`src/rtl/riscv_ctrl_pkg.sv`:
```
`default_nettype none
// ============================================================================
// Module   : riscv_ctrl_pkg
// Purpose  : Shared types and encodings for the multicycle RISC-V control unit.
// Revision : 1.0  initial release
// ============================================================================
package riscv_ctrl_pkg;

    typedef enum logic [3:0] {
        FETCH    = 4'd0,
        DECODE   = 4'd1,
        MEMADR   = 4'd2,
        MEMREAD  = 4'd3,
        MEMWB    = 4'd4,
        MEMWRITE = 4'd5,
        EXECR    = 4'd6,
        EXECI    = 4'd7,
        ALUWB    = 4'd8,
        BRANCH   = 4'd9,
        TRAP     = 4'd10
    } state_t;

    // ALU control codes, matching the ALU's own encodings
    localparam logic [3:0] C_ALU_ADD = 4'b0010;
    localparam logic [3:0] C_ALU_AND = 4'b0000;
    localparam logic [3:0] C_ALU_OR  = 4'b0001;
    localparam logic [3:0] C_ALU_SLL = 4'b1000;
    localparam logic [3:0] C_ALU_NE  = 4'b0110;

    localparam logic [1:0] C_ALUOP_ADD   = 2'b00;
    localparam logic [1:0] C_ALUOP_CMP   = 2'b01;
    localparam logic [1:0] C_ALUOP_FUNCT = 2'b10;

    localparam logic [6:0] C_OP_LOAD   = 7'b0000011;
    localparam logic [6:0] C_OP_STORE  = 7'b0100011;
    localparam logic [6:0] C_OP_R      = 7'b0110011;
    localparam logic [6:0] C_OP_IMM    = 7'b0010011;
    localparam logic [6:0] C_OP_BRANCH = 7'b1100011;

    localparam logic [2:0] C_F3_LB  = 3'b000;
    localparam logic [2:0] C_F3_SB  = 3'b000;
    localparam logic [2:0] C_F3_ADD = 3'b000;
    localparam logic [2:0] C_F3_AND = 3'b111;
    localparam logic [2:0] C_F3_SLL = 3'b001;
    localparam logic [2:0] C_F3_ORI = 3'b110;
    localparam logic [2:0] C_F3_BNE = 3'b001;

    localparam logic [1:0] C_RES_ALUOUT = 2'b00;
    localparam logic [1:0] C_RES_MEM    = 2'b01;
    localparam logic [1:0] C_RES_ALURES = 2'b10;

    localparam logic [1:0] C_SRCA_PC    = 2'b00;
    localparam logic [1:0] C_SRCA_OLDPC = 2'b01;
    localparam logic [1:0] C_SRCA_RS1   = 2'b10;

    localparam logic [1:0] C_SRCB_RS2  = 2'b00;
    localparam logic [1:0] C_SRCB_IMM  = 2'b01;
    localparam logic [1:0] C_SRCB_FOUR = 2'b10;

    localparam logic [1:0] C_IMM_I = 2'b00;
    localparam logic [1:0] C_IMM_S = 2'b01;
    localparam logic [1:0] C_IMM_B = 2'b10;

    // True only for the exact encodings this unit can sequence
    function automatic logic is_supported(input logic [31:0] instr);
        logic [6:0] op;
        logic [2:0] f3;
        logic [6:0] f7;
        op = instr[6:0];
        f3 = instr[14:12];
        f7 = instr[31:25];
        case (op)
            C_OP_LOAD:   is_supported = (f3 == C_F3_LB);
            C_OP_STORE:  is_supported = (f3 == C_F3_SB);
            C_OP_R:      is_supported = (f7 == 7'b0000000) &&
                                        ((f3 == C_F3_ADD) || (f3 == C_F3_AND) || (f3 == C_F3_SLL));
            C_OP_IMM:    is_supported = (f3 == C_F3_ORI);
            C_OP_BRANCH: is_supported = (f3 == C_F3_BNE);
            default:     is_supported = 1'b0;
        endcase
    endfunction

endpackage
`default_nettype wire

```
`src/rtl/alu_decoder.sv`:
```
`default_nettype none
// ============================================================================
// Module   : alu_decoder
// Purpose  : Combinational mapping of FSM ALU op class and funct fields to
//            the 4-bit ALU control code.
// Revision : 1.0  initial release
// ============================================================================
module alu_decoder
    import riscv_ctrl_pkg::*;
(
    input  logic [1:0] alu_op,
    input  logic [2:0] funct3,
    input  logic       funct7_5,
    input  logic [6:0] opcode,
    output logic [3:0] alu_control
);

    always_comb begin
        alu_control = C_ALU_ADD;
        case (alu_op)
            C_ALUOP_CMP: alu_control = C_ALU_NE;
            C_ALUOP_FUNCT: begin
                if (opcode == C_OP_IMM) begin
                    if (funct3 == C_F3_ORI) alu_control = C_ALU_OR;
                end else begin
                    case (funct3)
                        C_F3_ADD: if (!funct7_5) alu_control = C_ALU_ADD;
                        C_F3_AND: alu_control = C_ALU_AND;
                        C_F3_SLL: alu_control = C_ALU_SLL;
                        default:  alu_control = C_ALU_ADD;
                    endcase
                end
            end
            default: alu_control = C_ALU_ADD;
        endcase
    end

endmodule
`default_nettype wire

```
`src/rtl/multicycle_control.sv`:
```
`default_nettype none
// ============================================================================
// Module   : multicycle_control
// Purpose  : Moore FSM sequencing the multicycle RISC-V datapath (lb, sb, add,
//            and, sll, ori, bne). Macro ILLEGAL_TRAP_EN enables the TRAP state.
// Revision : 1.0  initial release
// ============================================================================
module multicycle_control
    import riscv_ctrl_pkg::*;
(
    input  logic        clk,
    input  logic        reset,
    input  logic [31:0] instr,
    input  logic        zero,
    input  logic        mem_ready,
    output logic        pc_write,
    output logic        adr_src,
    output logic        mem_write,
    output logic        ir_write,
    output logic        reg_write,
    output logic [1:0]  result_src,
    output logic [1:0]  alu_src_a,
    output logic [1:0]  alu_src_b,
    output logic [1:0]  imm_src,
    output logic [3:0]  alu_control,
    output logic        illegal_instr
);

    state_t     r_state;
    state_t     w_next;
    logic [1:0] w_alu_op;
    logic       w_pc_write;
    logic       w_ir_write;
    logic       w_reg_write;
    logic       w_mem_write;
    logic [6:0] w_opcode;

    assign w_opcode = instr[6:0];

    always_ff @(posedge clk) begin
        if (reset) r_state <= FETCH;
        else       r_state <= w_next;
    end

    always_comb begin
        w_next      = r_state;
        w_alu_op    = C_ALUOP_ADD;
        w_pc_write  = 1'b0;
        w_ir_write  = 1'b0;
        w_reg_write = 1'b0;
        w_mem_write = 1'b0;
        adr_src     = 1'b0;
        result_src  = 2'b00;
        alu_src_a   = 2'b00;
        alu_src_b   = 2'b00;
        imm_src     = 2'b00;
        case (r_state)
            FETCH: begin
                alu_src_a  = C_SRCA_PC;
                alu_src_b  = C_SRCB_FOUR;
                result_src = C_RES_ALURES;
                if (mem_ready) begin
                    w_ir_write = 1'b1;
                    w_pc_write = 1'b1;
                    w_next     = DECODE;
                end
            end
            DECODE: begin
                // Branch target is formed here so BRANCH can load it from ALUOut
                alu_src_a = C_SRCA_OLDPC;
                alu_src_b = C_SRCB_IMM;
                imm_src   = C_IMM_B;
                if (!is_supported(instr)) begin
`ifdef ILLEGAL_TRAP_EN
                    w_next = TRAP;
`else
                    w_next = FETCH;
`endif
                end else begin
                    case (w_opcode)
                        C_OP_LOAD, C_OP_STORE: w_next = MEMADR;
                        C_OP_R:                w_next = EXECR;
                        C_OP_IMM:              w_next = EXECI;
                        default:               w_next = BRANCH;
                    endcase
                end
            end
            MEMADR: begin
                alu_src_a = C_SRCA_RS1;
                alu_src_b = C_SRCB_IMM;
                if (w_opcode == C_OP_STORE) begin
                    imm_src = C_IMM_S;
                    w_next  = MEMWRITE;
                end else begin
                    imm_src = C_IMM_I;
                    w_next  = MEMREAD;
                end
            end
            MEMREAD: begin
                adr_src    = 1'b1;
                result_src = C_RES_ALUOUT;
                if (mem_ready) w_next = MEMWB;
            end
            MEMWB: begin
                result_src  = C_RES_MEM;
                w_reg_write = 1'b1;
                w_next      = FETCH;
            end
            MEMWRITE: begin
                adr_src     = 1'b1;
                result_src  = C_RES_ALUOUT;
                w_mem_write = 1'b1;
                if (mem_ready) w_next = FETCH;
            end
            EXECR: begin
                alu_src_a = C_SRCA_RS1;
                alu_src_b = C_SRCB_RS2;
                w_alu_op  = C_ALUOP_FUNCT;
                w_next    = ALUWB;
            end
            EXECI: begin
                alu_src_a = C_SRCA_RS1;
                alu_src_b = C_SRCB_IMM;
                imm_src   = C_IMM_I;
                w_alu_op  = C_ALUOP_FUNCT;
                w_next    = ALUWB;
            end
            ALUWB: begin
                result_src  = C_RES_ALUOUT;
                w_reg_write = 1'b1;
                w_next      = FETCH;
            end
            BRANCH: begin
                alu_src_a  = C_SRCA_RS1;
                alu_src_b  = C_SRCB_RS2;
                result_src = C_RES_ALUOUT;
                w_alu_op   = C_ALUOP_CMP;
                w_pc_write = ~zero;
                w_next     = FETCH;
            end
            TRAP:    w_next = TRAP;
            default: w_next = FETCH;
        endcase
    end

    alu_decoder u_alu_decoder (
        .alu_op      (w_alu_op),
        .funct3      (instr[14:12]),
        .funct7_5    (instr[30]),
        .opcode      (w_opcode),
        .alu_control (alu_control)
    );

    // Reset abandons the instruction: no architectural write in that cycle
    assign pc_write  = w_pc_write  & ~reset;
    assign ir_write  = w_ir_write  & ~reset;
    assign reg_write = w_reg_write & ~reset;
    assign mem_write = w_mem_write & ~reset;

`ifdef ILLEGAL_TRAP_EN
    assign illegal_instr = (r_state == TRAP) & ~reset;
`else
    assign illegal_instr = 1'b0;
`endif

endmodule
`default_nettype wire

```
`config.mk`:
```
export PLATFORM = sky130hd
export DESIGN_NAME = multicycle_control
export DESIGN_NICKNAME = d
export VERILOG_FILES = /design/src/rtl/riscv_ctrl_pkg.sv /design/src/rtl/alu_decoder.sv /design/src/rtl/multicycle_control.sv
export SDC_FILE = /design/constraint.sdc
export NUM_CORES = 1
export LEC_CHECK = 0
export ABC_AREA = 1
export CORE_MARGIN = 5
export CORE_UTILIZATION = 32
export CTS_CLUSTER_DIAMETER = 80
export DETAILED_ROUTE_END_ITERATION = 10
export PLACE_DENSITY_LB_ADDON = 0.12
export REMOVE_ABC_BUFFERS = 1
export SYNTH_ARGS = -nofsm -noshare
export SYNTH_HDL_FRONTEND = slang
export SYNTH_SLANG_ARGS = --single-unit
```
`constraint.sdc`:
```
create_clock -name clk -period 1.53 [get_ports clk]
set_input_delay 0.153 -clock clk [delete_from_list [all_inputs] [get_ports clk]]
set_output_delay 0.153 -clock clk [all_outputs]
set_load 0.05 [all_outputs]
```
==> flow_summary.yaml <==
placement:
  dp_hpwl_um: 2000
  placed_cell_area_um2: 1400
  dp_cells: 204
  place_congestion: 0.969
  port_buffers: 37
worst_hold_path:
  hp-class: "reg2reg"
route:
  routedWlPerCell_um: 14.9
  ant_nets: 0
  drc: 0
  drt_iter0_drc: 38
  vias: 1105
  viasPerCell: 5.05
  first_pass_iters: 4
  postRouteWirelength_um: 3260
status:
  outcome: "finished, violations left"
  violations: "setup timing"
logic_synthesis:
  synth_area_leaders: "nand2_1 (15%), nor2_1 (14%), dfxtp_1 (12%), inv_1 (10%), nand3_1 (6.0%)"
  synth_largest_area_cell: "nand2_1"
  synth_warnings: 0
  syn_area_um2: 667
  yosysSeqAreaShare_pct: 12.0
  synthCells: 120
  ys_types: 28
  synth_top_area_share_pct: 14.6
  synth-seq-cells: 4
  syn_avg_cell_area_um2: 5.56
grt:
  grt_util_all_layers_pct: 17.4
  grt.overflow.total: 0
  grt_max_degree: 6
  first_global_vias: 993
  grt_pass1_wl_um: 4460
  antenna_found_initial: 0
sta:
  rsz0062_at_grt: "yes"
  final_hold_viol_count: 0
  setup_violations: 21
  maxSlewViolCount: 0
  setup_slack_ps: -305
  max_clock_freq_ghz: 0.545
  finalClockSkew_ps: 6.72
  hold_slack_ps: 699
  fin_crit_sh_pct: 120
  period_needed_ps: 1830
clock_tree:
  clkSlewWorstSetupHoldPaths_ps: 40
  hold_buffers: 0
  clockBufferDepth: 2
  cts.sinks: 4
  htreeDepth: 1
  cts_inserted_buffers: 3
  ctsRootBufferMaster: "clkbuf_4"
  tritoncts: "yes"
  clkLatencyLatePin_ps: 240
layout:
  drive_gt1_share_pct: 53.6
  largest_reg_flops: 4
  fin_cells: 219
  n_antenna_cell: 0
  area_growth_syn_to_layout_pct: 155
  final_cell_area_um2: 1700
  fin_nets: 232
  largest_registers: "r_state: 4 flops"
  regMostFlops: "r_state"
  nFillCells: 81
job:
  drv_cap: 0
power_and_ir_drop:
  p_per_area_nw_per_um2: 327
  peakVddDrop_mv: 0.300
  p_leak_uw: 0.000741
critical_path:
  worstPathMaxFanout: 3
  cp_top_family: "buffers and inverters"
  cp_num_buf_inv: 2
  max_stage_delay_ps: 490
  critPathCaptureType: "output pin"
  start_kind: "input pin"
  path_class: "in2out"
  crit_chain: "clkdlybuf4s50_1 > nand2_1 > nor2_1 > nand3_2 > a211o_1 > buf_12"
  crit_path_top_delay_cell: "clkdlybuf4s50_1"
  arrival_ps: 1680
  cp.required_ps: 1380
die:
  die_w_um: 55.7
  die_h_um: 55.7
  fp.dieArea_um2: 3100
  core_area_um2: 1980
  initial_core_util_pct: 33.6
  row_count: 16
  ios: 54
==> cell families (layout without fill, tap and decap cells) <==
family	after synthesis	after routing	share of synthesized area [%]
AOI/OAI and AO/OA	12	12	13.5
adders and majority gates	2	2	3.75
buffers and inverters	27	99	16.3
DFF	4	4	12.0
other	1	1	0.562
and+or+nand+nor	74	74	53.8
==> through the flow <==
stage | total power (uW) | setup WS [ps] | util [%] | setup TNS [ps]
after detailed placement | 388 | -198 | 70.4 | -736
after CTS | 540 | -308 | 79.0 | -1670
after global placement | 384 | -150 | 70.4 | -415
final | 556 | -305 | 85.8 | -2810
after global routing | 575 | -358 | 85.8 | -3800
after floorplan | 228 | -915 | - | -3120
==> routing by layer <==
metal / part of all wire [%] / GRT usage (%)
met2: 48 / 31.4
met3: 7.0 / 3.94
met4: 5.9 / 5.21
met5: 0 / 0
met1: 39 / 20.1
==> cells in the final DEF, fill, tap and decap left out, drive strengths merged <==
cell,Yosys,layout
buf,2,51
a211oi,1,1
nand2,27,27
a211o,1,1
nor2b,1,1
a31oi,1,1
o21ai,2,2
nor2,29,29
or2,3,3
a21oi,6,6
clkdlybuf4s50,0,20
ha,2,2
o311ai,1,1
bufbuf,0,1
inv,24,24
nor3,4,4
dfxtp,4,4
nand3,8,8
nand4,2,2
clkbuf,1,3
conb,1,1
==> worst reg2reg max path, cell delays in order (launching register included) <==
cell,delay (ps)
dfxtp_4,350
buf_6,120
or2_4,290
buf_6,150
nor3_4,110
or2_4,170
buf_6,100
o21ai_4,50
a21oi_2,120
nor2_1,50
==> where the power goes <==
| part | leakage [uW] | total, uW | switching [uW] | internal (uW) |
|---|---|---|---|---|
| logic | 0.000694 | 320 | 160 | 160 |
| registers | 0.0000338 | 107 | 1.29 | 105 |
| clock network | 0.0000138 | 129 | 41.8 | 87.6 |
| total | 0.000741 | 556 | 203 | 353 |
==> what timing repair did <==
| action | CTS | global route |
|---|---|---|
| pin swaps | 11 | 14 |
| setup endpoints to repair | 13 | 21 |
| gates resized for setup | 29 | 26 |
| setup buffers | 6 | 8 |
==> final timing paths <==
path	from	to	slack, ps	cells past startpoint
max	instr[4]	alu_control[1]	-300	6
min	r_state[0]	r_state[3]	700	4
max reg2reg	r_state[2]	r_state[0]	-80	9
min reg2reg	r_state[0]	r_state[3]	700	4
==> synth_stat cells <==
cell type and instances:
nand2_2 1, nand3_1 8, a211oi_1 1, a21oi_2 2
a21oi_1 4, nor2_8 1, inv_1 18, nor2b_1 1
clkbuf_1 1, nand4_1 2, nor2_1 25, ha_1 2
nor3_1 2, nor2_2 1, or2_4 2, inv_2 6
nor2_4 2, dfxtp_1 4, o21ai_0 1, a211o_1 1
nand2_1 26, a31oi_1 1, or2_0 1, buf_4 2
nor3_2 2, o21ai_4 1, conb_1 1, o311ai_0 1
==> final cells by class <==
cell class | count | area, um2 | share of cell area, %
Multi-Input combinational cell | 89 | 624 | 36.7
Clock buffer | 3 | 22.5 | 1.32
Tap cell | 27 | 33.8 | 1.99
Sequential cell | 4 | 85.1 | 5.00
Inverter | 24 | 92.6 | 5.45
Timing Repair Buffer | 72 | 842 | 49.5
(Power assumes the default switching activity.)
